`src/rtl/fifo_wr_arbiter.sv`:
```
`default_nettype none
// ============================================================================
// fifo_wr_arbiter: round-robin, burst-limited arbiter for the FIFO write port.
// Rev 1.0 -- define FIFO_ARB_HIPRI0_EN to give requester 0 strict priority.
// ============================================================================

package definitions;
  localparam int DATASIZE = 8;
endpackage

module fifo_wr_arbiter
  import definitions::*;
#(
  parameter int NREQ      = 4,
  parameter int MAX_BURST = 4
) (
  input  logic                     wclk,
  input  logic                     wrst_n,
  input  logic [NREQ-1:0]          req_valid,
  input  logic [NREQ*DATASIZE-1:0] req_data,
  output logic [NREQ-1:0]          req_ready,
  input  logic                     wfull,
  output logic                     winc,
  output logic [DATASIZE-1:0]      wdata,
  output logic [NREQ-1:0]          grant,
  output logic                     busy
);

  localparam int LW = $clog2(NREQ);
  localparam int BW = $clog2(MAX_BURST + 1);

  typedef enum logic [0:0] {
    IDLE  = 1'b0,
    GRANT = 1'b1
  } state_t;

  state_t          state, state_nxt;
  logic [NREQ-1:0] grant_nxt;
  logic [LW-1:0]   last, last_nxt;
  logic [BW-1:0]   bcnt, bcnt_nxt;
  logic [LW-1:0]   owner;
  logic            owner_valid;
  logic [LW-1:0]   pick;

  // Decode the one-hot owner; a zero grant yields zero data and no valid.
  always_comb begin
    owner       = '0;
    owner_valid = 1'b0;
    wdata       = '0;
    for (int i = 0; i < NREQ; i++) begin
      if (grant[i]) begin
        owner       = LW'(i);
        owner_valid = req_valid[i];
        wdata       = req_data[i*DATASIZE +: DATASIZE];
      end
    end
  end

  assign req_ready = wfull ? '0 : grant;
  assign winc      = owner_valid & ~wfull;
  assign busy      = (state == GRANT);

  // Two descending scans: indices above last override the wrap-around ones,
  // so the lowest valid index after last wins, else the lowest overall.
  always_comb begin
    pick = '0;
    for (int i = NREQ - 1; i >= 0; i--) begin
      if (req_valid[i] && (LW'(i) <= last)) pick = LW'(i);
    end
    for (int i = NREQ - 1; i >= 0; i--) begin
      if (req_valid[i] && (LW'(i) > last)) pick = LW'(i);
    end
`ifdef FIFO_ARB_HIPRI0_EN
    if (req_valid[0]) pick = '0;
`endif
  end

  always_comb begin
    state_nxt = state;
    grant_nxt = grant;
    last_nxt  = last;
    bcnt_nxt  = bcnt;
    case (state)
      IDLE: begin
        if (|req_valid) begin
          grant_nxt = {{(NREQ-1){1'b0}}, 1'b1} << pick;
          bcnt_nxt  = '0;
          state_nxt = GRANT;
        end
      end
      GRANT: begin
        if (!owner_valid || (winc && (bcnt == BW'(MAX_BURST - 1)))) begin
          state_nxt = IDLE;
          grant_nxt = '0;
          bcnt_nxt  = '0;
`ifdef FIFO_ARB_HIPRI0_EN
          if (owner != '0) last_nxt = owner;
`else
          last_nxt  = owner;
`endif
        end else if (winc) begin
          bcnt_nxt = bcnt + 1'b1;
        end
      end
      default: begin
        state_nxt = IDLE;
        grant_nxt = '0;
      end
    endcase
  end

  always_ff @(posedge wclk or negedge wrst_n) begin
    if (!wrst_n) begin
      state <= IDLE;
      grant <= '0;
      last  <= LW'(NREQ - 1);
      bcnt  <= '0;
    end else begin
      state <= state_nxt;
      grant <= grant_nxt;
      last  <= last_nxt;
      bcnt  <= bcnt_nxt;
    end
  end

endmodule

`default_nettype wire

```
`config.mk`:
```
export PLATFORM = sky130hd
export DESIGN_NAME = fifo_wr_arbiter
export DESIGN_NICKNAME = d
export VERILOG_FILES = /design/src/rtl/fifo_wr_arbiter.sv
export SDC_FILE = /design/constraint.sdc
export NUM_CORES = 1
export LEC_CHECK = 0
export CORE_ASPECT_RATIO = 1.25
export CORE_MARGIN = 5
export CORE_UTILIZATION = 35
export DETAILED_ROUTE_END_ITERATION = 10
export PLACE_DENSITY = 0.8
export SYNTH_ARGS = -nofsm -noshare
export SYNTH_HDL_FRONTEND = slang
export SYNTH_SLANG_ARGS = --single-unit
export TNS_END_PERCENT = 100
```
`constraint.sdc`:
```
create_clock -name wclk -period 1.5 [get_ports wclk]
set_input_delay 0.15 -clock wclk [delete_from_list [all_inputs] [get_ports wclk]]
set_output_delay 0.15 -clock wclk [all_outputs]
set_load 0.01 [all_outputs]
```
==> results of run 1 <==
flip-flops by register name, summed over array words and instances (netlist names):
name and count:
bcnt 3, busy 1, grant 4, last 2
cell usage after synthesis, types with 2 or more instances:
master | n | area (µm²)
ha_1 | 2 | 25.0
mux2i_1 | 4 | 40.0
nor2b_1 | 8 | 50.1
o32ai_1 | 2 | 17.5
inv_1 | 3 | 11.3
clkbuf_1 | 2 | 7.51
dfstp_2 | 2 | 52.6
o21ai_0 | 9 | 45.0
a22oi_1 | 16 | 120
o22ai_1 | 3 | 18.8
nand2_1 | 9 | 33.8
nand2b_1 | 3 | 18.8
clkbuf_2 | 2 | 10.0
nor2_1 | 5 | 18.8
a21oi_1 | 2 | 10.0
dfrtp_1 | 8 | 200
cell families after synthesis:
| group | synth area share, % |
|---|---|
| adder cells (fa/ha/maj) | 3.00 |
| AND/OR/NAND/NOR | 21.3 |
| multiplexers | 4.80 |
| flip-flops | 30.3 |
| buffers and inverters | 4.50 |
| AO/OA/AOI/OAI | 36.1 |
timing repair:
action	4_1_cts	5_1_grt
pin swaps	2	3
setup buffers	6	0
hold buffers	0	0
resized for setup	82	13
hold endpoints to repair	0	0
setup endpoints to repair	22	22
power groups by stage:
stage	registers [mW]	clock network, mW	logic [mW]
3_5_place_dp	0.550	0	1.92
4_1_cts	0.547	0.191	2.10
2_1_floorplan	0.513	0	0.900
5_1_grt	0.587	0.218	2.44
6_report	0.567	0.199	2.28
3_3_place_gp	0.541	0	1.88
worst paths after layout:
kind                            cells past startpoint  slack, ns                 start                    to
worst max register to register                      7      -0.07  grant[2]$_DFFE_PN0P_   last[0]$_DFFE_PN1P_
worst max-delay path                                5      -0.20  grant[1]$_DFFE_PN0P_              wdata[5]
max in group asynchronous                           1       0.94                wrst_n  grant[1]$_DFFE_PN0P_
worst min-delay path                                1       0.20                wrst_n   bcnt[2]$_DFFE_PN0P_
worst min register to register                      2       0.50   last[0]$_DFFE_PN1P_   last[0]$_DFFE_PN1P_
min in group wclk                                   2       0.50   last[0]$_DFFE_PN1P_   last[0]$_DFFE_PN1P_
metrics by stage:
| stage | instance area, µm² | total power, mW | cells |
|---|---|---|---|
| 2_1_floorplan | 843 | 1.41 | 98 |
| 3_5_place_dp | 1560 | 2.47 | 198 |
| 4_1_cts | 1670 | 2.84 | 207 |
| 6_report | 1720 | 3.04 | 207 |
| 3_3_place_gp | 1560 | 2.43 | 198 |
| 5_1_grt | 1720 | 3.25 | 207 |
per-layer routing:
metal	vias to the layer above	GRT usage (%)	share of wire [%]
met2	41	36.8	57
met4	0	9.58	3.2
met1	537	23.5	36
met5	-	0	0
met3	11	2.06	4.4
li1	538	-	-
cell type report:
class                   count  area, µm²  share of cell area, %
multi-input cells          79        668                   38.8
repair buffers             81        723                   42.0
clock buffers               3       22.5                   1.31
flip-flops and latches     10        258                   15.0
well taps                  31       38.8                   2.25
inverters                   3       11.3                  0.654
==> qor.csv, run 1 <==
stage;metric;value;unit
yosys;Mapped Area;835;µm²
yosys;asr flop ratio synth;100;%
placed_design;GP Congestion;0.846;
placed_design;Post-DP HPWL;2520;µm
final_layout;most frequent cells in the layout;clkdlybuf4s50_1, buf_4, a22oi_1, buf_2, nand2_1;
floorplanning;die height;64.6;µm
final_layout;fraction of layout cells with a size suffix above 1;36.9;%
clock_tree;latest clock arrival within the worst-skew pair;0.28;ns
power_and_ir_drop;clock group share of total power;6.5;%
final_layout;final core occ;77.0;%
global_route;Tot GR Track Use;20.6;%
critical_path;startpoint types;flip-flop;
power_and_ir_drop;switching fraction of total power;43.2;%
critical_path;family with the most delay on the worst path;flip-flops;
timing;final worst slack;-0.198;ns
power_and_ir_drop;Lkg Pwr;0.727;nW
placed_design;IO Port Bufs;56;
yosys;Yosys cell types;34;
global_route;initial antenna violation count;0;
final_layout;ANT cells;0;
global_route;aggregate global routing overflow;0;
timing;worst slew pin tran;0.491;ns
clock_tree;clock slew at reported path FFs;0.07;ns
timing;Max Clock Skew;0.00350;ns
global_route;first-pass GRT wire length;5350;µm
status;failing checks;negative setup slack;
final_layout;filler instances;154;
yosys;Mapped Cells;98;
critical_path;CP Buf/Inv Count;2;
clock_tree;TritonCTS buffer count;3;
floorplanning;Starting Density;37.3;%
power_and_ir_drop;maximum VDD drop;1200;µV
yosys;Syn Nets;139;
routing;wire per inst;17.3;µm
floorplanning;DIE WIDTH;53.7;µm
clock_tree;H-tree levels;1;
critical_path;WS Path Type;flip-flop to primary output;
clock_tree;CTS tree;built;
timing;endpoints failing hold;0;
clock_tree;Max Root-Sink Buffers;2;
timing;Tmin final;1.70;ns
final_layout;final net count;219;
critical_path;CP required;1.35;ns
timing;Setup TNS;-1.79;ns
power_and_ir_drop;power per cell area;1770;mW/mm²
routing;drt drc;0;
clock_tree;Num Clock Sinks;10;
timing;Fin Hold WS;0.199;ns
power_and_ir_drop;P_sw;1.31;mW
global_route;largest net degree at the start of global routing;18;
power_and_ir_drop;sequential share of power;18.6;%
placed_design;dpl ws;-0.384;ns
critical_path;CP max stage delay;0.46;ns
min_path;worst hold path type;primary input to asynchronous set/reset pin;
routing;Via density;5.44;
floorplanning;I/O pin cnt;57;
critical_path;slowest cell on the critical path;dfrtp_2;
routing;final wirelength;3590;µm
floorplanning;Core Area;0.00223;mm²
final_layout;commonest non-fill, non-tap cell in the layout;clkdlybuf4s50_1;
floorplanning;row cnt;19;
global_route;vias in the first global route;1154;
yosys;Ys Warns;0;
run;maxcap violations;0;
timing;Slew headroom;67.1;%
timing;RSZ-0062 raised after global routing;yes;
clock_tree;Root Buffer;clkbuf_4;
critical_path;sequence of cells on the critical path;nor4b_4, buf_6, a22oi_1, o21ai_1, buf_2;
routing;ANT nets after route;0;
power_and_ir_drop;internal power;1.73;mW
routing;initial DRC count;47;
timing;Tcrit/Tclk final;113;%
critical_path;crit-path max FO;8;
yosys;Main synth FF type;dfrtp_1;
timing;final max-slew violation count;0;
critical_path;crit path DAT;1.55;ns
power_and_ir_drop;combinational power share;74.8;%
floorplanning;die area;0.00347;mm²
final_layout;area delta synth->final;106;%
critical_path;critical path endpoint category;primary output;
yosys;#FFs+latches synth;10;
status;status;finished, violations left;
yosys;register area share after synthesis;30.3;%
routing;Detailed Routing Iterations Pass 1;4;
yosys;Post-synth EDFFs;0;
yosys;syn avg cell area;8.52;µm²
timing;# setup viols final;17;
timing;FMAX;589;MHz
routing;via count;1127;
(Power assumes the default switching activity.)
==> inputs of run 2 (changes only) <==
--- a/config.mk
+++ b/config.mk
@@ -7,9 +7,11 @@
 export LEC_CHECK = 0
 export CORE_ASPECT_RATIO = 1.25
 export CORE_MARGIN = 5
-export CORE_UTILIZATION = 35
+export CORE_UTILIZATION = 38
 export DETAILED_ROUTE_END_ITERATION = 10
-export PLACE_DENSITY = 0.8
+export GPL_ROUTABILITY_DRIVEN = 0
+export PLACE_DENSITY = 0.85
+export SKIP_CTS_REPAIR_TIMING = 1
 export SYNTH_ARGS = -nofsm -noshare
 export SYNTH_HDL_FRONTEND = slang
 export SYNTH_SLANG_ARGS = --single-unit
==> constraint.sdc (replaced) <==
create_clock -name wclk -period 2 [get_ports wclk]
set_input_delay 0.2 -clock wclk [delete_from_list [all_inputs] [get_ports wclk]]
set_output_delay 0.2 -clock wclk [all_outputs]
set_load 0.01 [all_outputs]
==> qor.csv, run 2 (synthesized netlist as in run 1, its figures left out) <==
stage;metric;value;unit;change
status;status;complete, no violations;;was finished, violations left
power_and_ir_drop;switching fraction of total power;40.3;%;was 43.2%
floorplanning;row cnt;19;;unchanged
floorplanning;die area;0.00324;mm²;was 0.00347 mm²
routing;final wirelength;3070;µm;was 3590 µm
run;maxcap violations;0;;unchanged
power_and_ir_drop;P_sw;0.768;mW;was 1.31 mW
timing;Tmin final;1.84;ns;
global_route;first-pass GRT wire length;5060;µm;was 5350 µm
power_and_ir_drop;internal power;1.14;mW;was 1.73 mW
global_route;GR Util met2;33.5;%;was 36.8%
critical_path;WS Path Type;flip-flop to primary output;;unchanged
routing;Detailed Routing Iterations Pass 1;4;;unchanged
floorplanning;Starting Density;39.0;%;was 37.3%
power_and_ir_drop;Lkg Pwr;0.727;nW;about the same
timing;endpoints failing hold;0;;unchanged
clock_tree;H-tree levels;1;;unchanged
final_layout;area delta synth->final;87.4;%;was 106%
timing;final max-slew violation count;0;;unchanged
power_and_ir_drop;power per cell area;1220;mW/mm²;was 1770 mW/mm²
critical_path;crit path DAT;1.64;ns;was 1.55 ns
min_path;worst hold path type;primary input to asynchronous set/reset pin;;unchanged
global_route;largest net degree at the start of global routing;11;;was 18
critical_path;crit-path max FO;7;;was 8
final_layout;commonest non-fill, non-tap cell in the layout;clkdlybuf4s50_1;;unchanged
timing;FMAX;545;MHz;
placed_design;dpl ws;-0.0219;ns;was -0.384 ns
global_route;initial antenna violation count;0;;unchanged
routing;Via density;5.79;;was 5.44
routing;ANT nets after route;0;;unchanged
timing;Slew headroom;70.9;%;was 67.1%
timing;Tcrit/Tclk final;91.8;%;
power_and_ir_drop;maximum VDD drop;845;µV;was 1200 µV
placed_design;IO Port Bufs;56;;unchanged
timing;worst slew pin tran;0.435;ns;was 0.491 ns
placed_design;Post-DP HPWL;2560;µm;was 2520 µm
timing;Fin Hold WS;0.232;ns;was 0.199 ns
final_layout;final net count;208;;was 219
clock_tree;Num Clock Sinks;10;;unchanged
clock_tree;Max Root-Sink Buffers;2;;unchanged
timing;RSZ-0062 raised after global routing;no;;was yes
clock_tree;CTS tree;built;;unchanged
routing;via count;1082;;was 1127
global_route;aggregate global routing overflow;0;;unchanged
clock_tree;clock slew at reported path FFs;0.07;ns;about the same
final_layout;fraction of layout cells with a size suffix above 1;16.9;%;was 36.9%
power_and_ir_drop;sequential share of power;21.2;%;was 18.6%
timing;# setup viols final;0;;was 17
clock_tree;TritonCTS buffer count;3;;unchanged
final_layout;Biggest register;grant;;unchanged
global_route;Tot GR Track Use;20.0;%;was 20.6%
final_layout;Largest regs;grant (4), bcnt (3), last (2);;unchanged
power_and_ir_drop;combinational power share;69.0;%;was 74.8%
floorplanning;Core Area;0.00214;mm²;was 0.00223 mm²
final_layout;ANT cells;0;;unchanged
power_and_ir_drop;clock group share of total power;9.8;%;was 6.5%
timing;Max Clock Skew;0.000586;ns;was 0.00350 ns
floorplanning;DIE WIDTH;51.9;µm;was 53.7 µm
routing;initial DRC count;22;;was 47
critical_path;startpoint types;flip-flop;;unchanged
clock_tree;latest clock arrival within the worst-skew pair;0.27;ns;was 0.28 ns
final_layout;most frequent cells in the layout;clkdlybuf4s50_1, a22oi_1, buf_4;;was clkdlybuf4s50_1, buf_4, a22oi_1, buf_2, nand2_1
floorplanning;I/O pin cnt;57;;unchanged
floorplanning;die height;62.4;µm;was 64.6 µm
global_route;met3 Use GR;5.73;%;was 2.06%
clock_tree;Root Buffer;clkbuf_4;;unchanged
global_route;grt met1 use;23.9;%;was 23.5%
final_layout;max reg flops;4;;unchanged
timing;final worst slack;0.164;ns;was -0.198 ns
routing;drt drc;0;;unchanged
global_route;vias in the first global route;1118;;was 1154
critical_path;critical path endpoint category;primary output;;unchanged
routing;wire per inst;16.4;µm;was 17.3 µm
global_route;most used routing layer;met2;;unchanged
critical_path;CP required;1.80;ns;was 1.35 ns
run 2: worst paths after layout:
check / endpoint / cells after the start / slack [ns] / start
max in group asynchronous: last[0]$_DFFE_PN1P_ / 1 / 1.44 / wrst_n
max: wdata[0] / 6 / 0.16 / grant[2]$_DFFE_PN0P_
min in group wclk: bcnt[0]$_DFFE_PN0P_ / 1 / 0.49 / bcnt[0]$_DFFE_PN0P_
min: busy$_DFF_PN0_ / 1 / 0.23 / wrst_n
max reg2reg: last[0]$_DFFE_PN1P_ / 5 / 0.37 / grant[2]$_DFFE_PN0P_
min reg2reg: bcnt[0]$_DFFE_PN0P_ / 1 / 0.49 / bcnt[0]$_DFFE_PN0P_
run 2: area by class of cell:
cell class	count	area (µm²)
repair buffers	70	688
fillers	155	576
multi-input cells	79	547
flip-flops and latches	10	255
clock buffers	4	36.3
well taps	21	26.3
inverters	3	11.3
run 2: metrics by stage:
stage          power [mW]  util (%)  TNS (ns)  std cells  area [µm²]
2_1_floorplan        1.04         -         0         98         835
3_3_place_gp         1.70      69.8   -0.0186        182        1490
3_5_place_dp         1.74      69.8   -0.0219        182        1490
4_1_cts              1.93      71.5     -1.41        186        1530
5_1_grt              2.07      73.1         0        187        1560
6_report             1.90      73.1         0        187        1560
run 2: worst max-delay path: stages, from the launching register on:
cell,delay (ns)
dfrtp_2,0.45
nor4b_2,0.27
buf_4,0.17
buf_4,0.13
a22oi_1,0.06
o21ai_0,0.08
dlymetal6s2s_1,0.19
run 2: power by group through the flow:
stage / Clock (mW) / Sequential [mW] / Combinational [mW]
after floorplan: 0 / 0.379 / 0.664
final: 0.187 / 0.403 / 1.31
after global routing: 0.207 / 0.422 / 1.44
after CTS: 0.195 / 0.400 / 1.34
after detailed placement: 0 / 0.404 / 1.34
after global placement: 0 / 0.397 / 1.31
run 2: per-layer routing:
metal  vias to the layer above  routed length [µm]  part of all wire (%)
met5                         -                   0                     0
met2                        65                1380                    45
met1                       495                1280                    42
met3                         3                 377                    12
li1                        519                   -                     -
met4                         0                  36                   1.2
==> inputs of run 3 (changes only) <==
--- a/config.mk
+++ b/config.mk
@@ -5,12 +5,14 @@
 export SDC_FILE = /design/constraint.sdc
 export NUM_CORES = 1
 export LEC_CHECK = 0
+export CELL_PAD_IN_SITES_DETAIL_PLACEMENT = 1
+export CELL_PAD_IN_SITES_GLOBAL_PLACEMENT = 1
 export CORE_ASPECT_RATIO = 1.25
 export CORE_MARGIN = 5
-export CORE_UTILIZATION = 38
+export CORE_UTILIZATION = 26
 export DETAILED_ROUTE_END_ITERATION = 10
 export GPL_ROUTABILITY_DRIVEN = 0
-export PLACE_DENSITY = 0.85
+export PLACE_DENSITY_LB_ADDON = 0.1
 export SKIP_CTS_REPAIR_TIMING = 1
 export SYNTH_ARGS = -nofsm -noshare
 export SYNTH_HDL_FRONTEND = slang
==> qor.csv, run 3 (synthesized netlist as in run 1, its figures left out) <==
stage;metric;value;unit;change
floorplanning;row cnt;23;;was 19
critical_path;RR Startpoint;grant[3]$_DFFE_PN0P_;;was grant[2]$_DFFE_PN0P_
power_and_ir_drop;switching fraction of total power;40.1;%;was 40.3%
status;status;complete, no violations;;unchanged
timing;endpoints failing hold;0;;unchanged
timing;Slew headroom;70.6;%;was 70.9%
clock_tree;Num Clock Sinks;10;;unchanged
global_route;Tot GR Track Use;15.0;%;was 20.0%
clock_tree;TritonCTS buffer count;3;;unchanged
routing;wire per inst;16.7;µm;was 16.4 µm
clock_tree;CTS tree;built;;unchanged
clock_tree;H-tree levels;1;;unchanged
final_layout;filler instances;375;;was 155
final_layout;most frequent cells in the layout;clkdlybuf4s50_1, a22oi_1, buf_4;;unchanged
timing;final max-slew violation count;0;;unchanged
power_and_ir_drop;Lkg Pwr;0.729;nW;was 0.727 nW
floorplanning;DIE WIDTH;60.7;µm;was 51.9 µm
power_and_ir_drop;maximum VDD drop;789;µV;was 845 µV
power_and_ir_drop;combinational power share;66.7;%;was 69.0%
placed_design;placed insts;197;;was 182
critical_path;crit path DAT;1.56;ns;was 1.64 ns
placed_design;Post-DP HPWL;2630;µm;was 2560 µm
timing;Tmin final;1.76;ns;was 1.84 ns
power_and_ir_drop;clock group share of total power;12.9;%;was 9.8%
routing;final wirelength;3370;µm;was 3070 µm
routing;via count;1068;;was 1082
power_and_ir_drop;sequential share of power;20.5;%;was 21.2%
floorplanning;die height;73.3;µm;was 62.4 µm
placed_design;area of placed instances;0.00151;mm²;was 0.00149 mm²
routing;Detailed Routing Iterations Pass 1;4;;unchanged
timing;worst slew pin tran;0.440;ns;was 0.435 ns
critical_path;critical path endpoint category;primary output;;unchanged
final_layout;final instance area;0.00159;mm²;was 0.00156 mm²
global_route;largest net degree at the start of global routing;12;;was 11
floorplanning;Core Area;0.00317;mm²;was 0.00214 mm²
final_layout;final net count;207;;was 208
critical_path;family with the most delay on the worst path;buffers and inverters;;unchanged
critical_path;crit path from;grant[0]$_DFFE_PN0P_;;was grant[2]$_DFFE_PN0P_
final_layout;Largest regs;grant (4), bcnt (3), last (2);;unchanged
global_route;initial antenna violation count;0;;unchanged
clock_tree;Root Buffer;clkbuf_8;;was clkbuf_4
power_and_ir_drop;internal power;1.17;mW;was 1.14 mW
clock_tree;latest clock arrival within the worst-skew pair;0.23;ns;was 0.27 ns
placed_design;IO Port Bufs;56;;unchanged
timing;# setup viols final;0;;unchanged
timing;FMAX;568;MHz;was 545 MHz
global_route;vias in the first global route;1076;;was 1118
final_layout;fraction of layout cells with a size suffix above 1;15.8;%;was 16.9%
routing;initial DRC count;43;;was 22
routing;ANT nets after route;0;;unchanged
floorplanning;die area;0.00445;mm²;was 0.00324 mm²
global_route;first-pass GRT wire length;5180;µm;was 5060 µm
final_layout;ANT cells;0;;unchanged
clock_tree;clock slew at reported path FFs;0.05;ns;was 0.07 ns
timing;Max Clock Skew;0.00371;ns;was 0.000586 ns
critical_path;startpoint types;flip-flop;;unchanged
critical_path;CP Buf/Inv Count;3;;unchanged
critical_path;sequence of cells on the critical path;nor4b_2, buf_4, buf_4, a22oi_1, o21ai_0, dlymetal6s2s_1;;unchanged
routing;Via density;5.29;;was 5.79
final_layout;fin cells;202;;was 187
min_path;worst hold path type;primary input to asynchronous set/reset pin;;unchanged
final_layout;commonest non-fill, non-tap cell in the layout;clkdlybuf4s50_1;;unchanged
critical_path;CP required;1.80;ns;about the same
critical_path;crit-path max FO;6;;was 7
critical_path;slowest cell on the critical path;dfrtp_1;;was dfrtp_2
final_layout;Biggest register;grant;;unchanged
floorplanning;Starting Density;26.4;%;was 39.0%
clock_tree;Max Root-Sink Buffers;2;;unchanged
critical_path;WS Path Type;flip-flop to primary output;;unchanged
critical_path;Top cell by count, worst path;buf_4;;unchanged
global_route;aggregate global routing overflow;0;;unchanged
timing;RSZ-0062 raised after global routing;no;;unchanged
final_layout;max reg flops;4;;unchanged
final_layout;area delta synth->final;90.9;%;was 87.4%
power_and_ir_drop;power per cell area;1230;mW/mm²;was 1220 mW/mm²
routing;drt drc;0;;unchanged
timing;Tcrit/Tclk final;88.1;%;was 91.8%
critical_path;CP max stage delay;0.44;ns;was 0.45 ns
power_and_ir_drop;P_sw;0.786;mW;was 0.768 mW
run;maxcap violations;0;;unchanged
floorplanning;I/O pin cnt;57;;unchanged
run 3: cell types whose count changed in the layout (fill, tap and decap cells not counted), sizes merged:
cell | before | now
buf | 14 | 13
run 3: final timing paths:
| kind | end | cells after the start | slack [ns] |
|---|---|---|---|
| min in group wclk | bcnt[0]$_DFFE_PN0P_ | 1 | 0.50 |
| setup reg to reg | last[1]$_DFFE_PN1P_ | 5 | 0.40 |
| hold / removal | bcnt[1]$_DFFE_PN0P_ | 1 | 0.28 |
| setup / recovery | wdata[4] | 6 | 0.24 |
| hold reg to reg | bcnt[0]$_DFFE_PN0P_ | 1 | 0.50 |
| max in group asynchronous | last[0]$_DFFE_PN1P_ | 1 | 1.39 |
run 3: routing by layer:
metal / vias to the layer above / wire length (µm) / track usage, %
li1: 509 / - / -
met1: 510 / 1380 / 18.8
met2: 45 / 1630 / 25.8
met3: 4 / 314 / 2.64
met4: 0 / 36 / 4.10
met5: - / 0 / 0
run 3: area by class of cell:
type / count / area [µm²] / share of cell area [%]
inverter: 3 / 11.3 / 0.707
timing repair buffer: 69 / 681 / 42.7
tap: 37 / 46.3 / 2.91
multi-input combinational: 79 / 544 / 34.2
sequential: 10 / 255 / 16.0
clock buffer: 4 / 55.1 / 3.46
run 3: power groups by stage:
stage / combinational (mW) / clock (mW) / sequential (mW)
after floorplan: 0.664 / 0 / 0.379
after global placement: 1.31 / 0 / 0.398
after detailed placement: 1.33 / 0 / 0.403
after CTS: 1.34 / 0.257 / 0.398
after global routing: 1.43 / 0.272 / 0.420
final: 1.31 / 0.252 / 0.401
run 3: per-stage QoR:
stage	power, mW	util, %	TNS [ns]	setup slack, ns	hold WS (ns)
final	1.96	50.3	0	0.239	0.276
after global routing	2.12	50.3	0	0.0730	0.310
after CTS	2.00	49.3	-0.815	-0.107	0.289
after detailed placement	1.73	47.5	-0.0349	-0.0349	0.500
after global placement	1.71	47.5	-0.0230	-0.0230	0.476
after floorplan	1.04	-	0	0.399	-0.0956
